==> src/rtl/pe_pkg.sv <==
// pe_pkg: shared state encodings, data width and BRAM address-width helper
// used by the PE controller and the result write-back engine.
package pe_pkg;
  typedef enum logic [1:0] {S_IDLE = 2'd0, S_WRITE = 2'd1, S_DONE = 2'd2} state_t;
  localparam int DATA_W = 32;
  function automatic int aw_f(input int l_ram_size);
    return 2 * l_ram_size + 1;
  endfunction
endpackage

==> src/rtl/pe_wb_mux.sv <==
// pe_wb_mux: registered N:1 word selector feeding the BRAM write-data path.
module pe_wb_mux import pe_pkg::*; #(
  parameter int N = 16,
  localparam int SW = $clog2(N)
) (
  input  logic                aclk,
  input  logic                aresetn,
  input  logic                ld,
  input  logic [SW-1:0]       sel,
  input  logic [DATA_W*N-1:0] bank,
  output logic [DATA_W-1:0]   q
);
  always_ff @(posedge aclk or negedge aresetn)
    if (!aresetn) q <= '0;
    else if (ld) q <= bank[DATA_W*sel +: DATA_W];
endmodule

==> src/rtl/pe_wb_ctrl.sv <==
// pe_wb_ctrl: captures the PE results and serialises them into granted BRAM word writes.
// Optional PE_WB_CHECKSUM_EN appends a wrapping 32-bit sum of the words as one extra write.
module pe_wb_ctrl import pe_pkg::*; #(
  parameter int VECTOR_SIZE = 4,
  parameter int L_RAM_SIZE = 6,
  localparam int N = 2**VECTOR_SIZE,
  localparam int AW = aw_f(L_RAM_SIZE)
) (
  input  logic                aclk,
  input  logic                aresetn,
  input  logic                start,
  input  logic [DATA_W*N-1:0] res_data,
  input  logic [AW-1:0]       wrbase,
  input  logic                bram_gnt,
  output logic                bram_en,
  output logic [3:0]          bram_we,
  output logic [AW-1:0]       bram_addr,
  output logic [DATA_W-1:0]   bram_wrdata,
`ifdef PE_WB_CHECKSUM_EN
  output logic [DATA_W-1:0]   checksum,
`endif
  output logic                busy,
  output logic                done
);
`ifdef PE_WB_CHECKSUM_EN
  localparam logic [VECTOR_SIZE:0] LAST = (VECTOR_SIZE+1)'(N);
`else
  localparam logic [VECTOR_SIZE:0] LAST = (VECTOR_SIZE+1)'(N - 1);
`endif
  state_t state, nxt;
  logic [VECTOR_SIZE:0] cnt;
  logic [VECTOR_SIZE-1:0] sel;
  logic [AW-1:0] addr_q;
  logic [DATA_W*N-1:0] cap;
  logic [DATA_W-1:0] word_q;
  logic acc, wr;
  assign acc = state == S_IDLE && start;
  assign wr = state == S_WRITE && bram_gnt;
  always_comb nxt = acc ? S_WRITE : (wr && cnt == LAST) ? S_DONE : state == S_DONE ? S_IDLE : state;
  always_ff @(posedge aclk or negedge aresetn)
    if (!aresetn) state <= S_IDLE;
    else state <= nxt;
  always_ff @(posedge aclk or negedge aresetn)
    if (!aresetn) begin
      cap <= '0;
      cnt <= '0;
      addr_q <= '0;
    end else if (acc) begin
      cap <= res_data;
      cnt <= '0;
      addr_q <= wrbase;
    end else if (wr) begin
      cnt <= cnt + (VECTOR_SIZE+1)'(1);
      addr_q <= addr_q + AW'(1);
    end
  // The word register is loaded one write ahead, straight from res_data on the capture cycle
  assign sel = acc ? '0 : cnt[VECTOR_SIZE-1:0] + VECTOR_SIZE'(1);
  pe_wb_mux #(.N(N)) u_mux (
    .aclk   (aclk),
    .aresetn(aresetn),
    .ld     (acc || wr),
    .sel    (sel),
    .bank   (acc ? res_data : cap),
    .q      (word_q)
  );
  assign bram_en = wr;
  assign bram_we = {4{wr}};
  assign bram_addr = addr_q;
  assign busy = state == S_WRITE;
  assign done = state == S_DONE;
`ifdef PE_WB_CHECKSUM_EN
  logic [DATA_W-1:0] sum_q;
  always_ff @(posedge aclk or negedge aresetn)
    if (!aresetn) sum_q <= '0;
    else if (acc) sum_q <= '0;
    else if (wr && !cnt[VECTOR_SIZE]) sum_q <= sum_q + word_q;
  assign bram_wrdata = cnt[VECTOR_SIZE] ? sum_q : word_q;
  assign checksum = sum_q;
`else
  assign bram_wrdata = word_q;
`endif
endmodule

==> config.mk <==
export PLATFORM = sky130hd
export DESIGN_NAME = pe_wb_ctrl
export DESIGN_NICKNAME = d
export VERILOG_FILES = /design/src/rtl/pe_pkg.sv /design/src/rtl/pe_wb_mux.sv /design/src/rtl/pe_wb_ctrl.sv
export SDC_FILE = /design/constraint.sdc
export NUM_CORES = 1
export LEC_CHECK = 0
export CELL_PAD_IN_SITES_DETAIL_PLACEMENT = 2
export CELL_PAD_IN_SITES_GLOBAL_PLACEMENT = 2
export CORE_ASPECT_RATIO = 0.7
export CORE_UTILIZATION = 31
export DETAILED_ROUTE_END_ITERATION = 16
export PLACE_DENSITY = 0.9
export SLEW_MARGIN = 5
export SYNTH_ARGS = -nofsm -noshare
export SYNTH_HDL_FRONTEND = slang
export SYNTH_SLANG_ARGS = --single-unit
==> constraint.sdc <==
create_clock -name aclk -period 3 [get_ports aclk]
set_input_delay 0.3 -clock aclk [delete_from_list [all_inputs] [get_ports aclk]]
set_output_delay 0.3 -clock aclk [all_outputs]
set_load 0.1 [all_outputs]
==> run_results.csv <==
group,metric,value,unit
clock_tree,insertion_delay,0.66,ns
synth,yosysSeqAreaShare,53.1,%
synth,yosysUniqueCellTypes,52,
clock_tree,tritoncts.num_buffers,59,
detailed_routing,wl_met3,7.27,mm
setup_path,start_kind,"flip-flop",
die,initial_core_util,31.4,%
die,die_height,247,um
clock_tree,cts-root-buf,"clkbuf_16",
min_path,holdCritPathClass,"in2reg",
sta,hold_ws,0.175,ns
sta,layout_worst_path_cycle_share,94.5,%
sta,hold_viol,0,
synth,ys_seq_elements,564,
synth,syn_nets,3464,
finish,area_delta_synth_final,35.2,%
setup_path,cp.arrival,3.37,ns
sta,slew_headroom,24.3,%
detailed_routing,ant_nets,0,
detailed_routing,drc,0,
synth,async_flop_share,100,%
setup_path,crit_chain,"ha_4 -> xor2_4 -> buf_12 -> nor2_1 -> o31ai_1 -> o2111ai_1 -> o31ai_2",
sta,min_period,2.84,ns
setup_path,cp_num_buf_inv,1,
grt,gr-usage-all-layers,28.3,%
grt,grt_max_degree,202,
sta,slew_viol_final,0,
power,seq_power_share,33.9,%
die,fp.dieArea,86900,um2
setup_path,r2r_cells,7,
finish,stdcell_count,4646,
grt,grt_pass1_vias,27500,
power,power.total,0.0417,W
setup_path,worst_path_max_delay_cell,"dfrtp_4",
synth,yosys.area.top_type,"dfrtp_1",
clock_tree,post_cts_buffers,0,
sta,skew,0.0417,ns
synth,syn_inst,2932,
power,p_per_area,1160,nW/um2
sta,tightest_slew,1.14,ns
min_path,min_path_cells,3,
power,switching_share,45.3,%
power,power.internal,0.0228,W
power,p_sw,0.0189,W
clock_tree,htree_num_levels,2,
clock_tree,clk_pin_slew,0.06,ns
grt,grt_pass1_wl,183,mm
synth,synth_edf_count,0,
finish,final.fill_count,8989,
synth,synth_top_area_share,53.1,%
placed_design,numPortBuffers,580,
power,clockPowerShare,18.9,%
detailed_routing,dr.pass1.iters,5,
detailed_routing,vias,24500,
setup_path,cpPeakStageDelay,0.59,ns
flow_run,cap_violations,0,
synth,ys.flop_type,"dfrtp_1",
sta,rsz0062_at_grt,"false",
clock_tree,numClockSinks,564,
detailed_routing,drt_iter0_markers,1790,
power,comb_power_share,47.3,%
die,die_width,352,um
sta,tns,0,ns
grt,overflow,0,
finish,drive_above_1_share,9.69,%
die,rows,89,
clock_tree,cts_tree,"yes",
placed_design,gp_congestion,0.844,
setup_path,critPathMaxFanout,24,
power,power_leakage,17.1,nW
detailed_routing,vias_per_cell,5.28,
die,ios,581,
sta,max_freq,353,MHz
setup_path,crit_path_end_kind,"flip-flop",
synth,yosys_warnings,0,
clock_tree,clock_path_buffers,3,
die,core,84600,um2
synth,netlist_top_cells_area,"dfrtp_1 (53%), nand2_1 (22%), mux4_2 (5.4%), mux2i_1 (4.6%), buf_2 (1.7%)",
detailed_routing,dr_wl_met2,60.9,mm
placed_design,dp_hpwl,89.8,mm
sta,setup_viol,0,
finish,fin_nets,3984,
setup_path,crit_type,"reg2reg",
synth,avgSynthCellArea,9.07,um2
detailed_routing,wl,125,mm
detailed_routing,top_layer,"met5",
placed_design,place_inst,4527,
setup_path,path_delay_family,"compound AO/OA/AOI/OAI gates",
setup_path,critical_path_depth,7,
power,peakVddDrop,0.000780,V
setup_path,worstPathRequired,3.54,ns
synth,syn_area,26600,um2
detailed_routing,wl_met1,52.9,mm
grt,antenna_found_initial,29,
detailed_routing,avgRoutedWirePerCell,27.0,um
status,status,"finished, final reports clean",
==> metrics by stage <==
| stage | utilization, % | setup slack (ns) | instance area [um2] |
|---|---|---|---|
| after detailed placement | 40.0 | 0.291 | 33900 |
| after global routing | 42.5 | 0.0997 | 35900 |
| after CTS | 42.4 | 0.235 | 35900 |
| after global placement | 40.0 | 0.389 | 33900 |
| final | 42.5 | 0.164 | 35900 |
| after floorplan | - | 0.252 | 26600 |
==> worst register-to-register path: cells and delay by family (launching register included) <==
family | cells | cell delay (ns)
buffers and inverters | 1 | 0.32
adder cells (fa/ha/maj) | 1 | 0.24
AND/OR/NAND/NOR | 1 | 0.14
flip-flops | 1 | 0.59
AO/OA/AOI/OAI | 3 | 0.88
XOR/XNOR | 1 | 0.57
==> cells in the mapped netlist (4+ instances only) <==
library cell  number
a21o_1            30
a21oi_1            9
a22o_1             4
a22oi_1           59
buf_2             89
buf_4              7
buf_6              8
clkbuf_1         103
dfrtp_1          564
inv_1              4
mux2i_1          122
mux4_2            64
nand2_1         1564
nand2b_1           4
nand3_1            7
nor2_1            41
nor3_1             5
o2111ai_1         29
o21ai_0           21
o21ai_1           24
o22a_1            30
o22ai_1           31
o31ai_1           44
o31ai_2           14
xnor2_1            6
xor2_1             7
==> layout make-up <==
type                       instances  area, um2  share of cell area [%]
inverter                           5       18.8                  0.0522
antenna                           11       27.5                  0.0766
clock buffer                      83       1700                    4.73
multi-input combinational       2151      11600                    32.2
clock inverter                    24        308                   0.857
tap                             1137       1420                    3.96
timing repair buffer             671       6770                    18.9
sequential                       564      14100                    39.3
==> cell usage in the layout (no fill, tap or decap), types with 11 or more instances in the layout <==
cell,Yosys,routed
clkbuf_1,103,12
o31ai_1,44,44
mux4_2,64,64
a21o_1,30,30
buf_4,7,109
o22ai_1,31,31
o21ai_1,24,24
buf_12,0,33
clkdlybuf4s50_1,0,526
clkbuf_16,0,60
nor2_1,41,39
nand2_1,1564,1563
o31ai_2,14,14
diode_2,0,11
mux2i_1,122,122
o2111ai_1,29,29
a22oi_1,59,59
clkbuf_8,0,11
o21ai_0,21,21
dfrtp_1,564,562
o22a_1,30,30
==> what timing repair did <==
action                                 CTS  global route
setup endpoints to repair                0             0
resized for setup                        0             0
endpoints found under the hold margin   58             0
hold buffers                             1             0
==> layer usage <==
layer,vias to the layer above,global-route usage (%)
met4,24,9.92
met1,12800,36.3
met2,792,47.6
li1,10700,-
met5,-,0
met3,240,5.58
==> registers in the layout, summed over array words and instances, names as in the netlist <==
name and cells:
cnt 5, u_mux.q 32, cap 512, state 2, bram_addr 13
==> worst paths after layout <==
| check | startpoint | to | slack, ns |
|---|---|---|---|
| setup / recovery | cnt[0]$_DFFE_PN0P_ | u_mux.q[14]$_DFFE_PN0P_ | 0.16 |
| hold reg to reg | cap[271]$_DFF_PN0_ | cap[271]$_DFF_PN0_ | 0.47 |
| max in group asynchronous | aresetn | cap[60]$_DFF_PN0_ | 1.63 |
| hold / removal | res_data[454] | cap[454]$_DFF_PN0_ | 0.18 |
| min in group asynchronous | aresetn | cap[161]$_DFF_PN0_ | 0.26 |
| setup reg to reg | cnt[0]$_DFFE_PN0P_ | u_mux.q[14]$_DFFE_PN0P_ | 0.16 |
==> logic make-up after synthesis <==
kind of cell | synth area share [%]
and+or+nand+nor | 23.5
buffers and inverters | 3.82
muxes | 10.3
DFF | 53.1
AOI/OAI and AO/OA | 8.57
adders and majority gates | 0.141
xor gates and xnor gates | 0.593
==> power by group through the flow <==
stage / Sequential, W / Combinational (W) / Clock, W
2_1_floorplan: 0.0149 / 0.0106 / 0
3_3_place_gp: 0.0138 / 0.0183 / 0
3_5_place_dp: 0.0141 / 0.0194 / 0
4_1_cts: 0.0141 / 0.0197 / 0.00795
5_1_grt: 0.0145 / 0.0210 / 0.00824
6_report: 0.0141 / 0.0197 / 0.00786
Power figures use the tool's default switching activity.
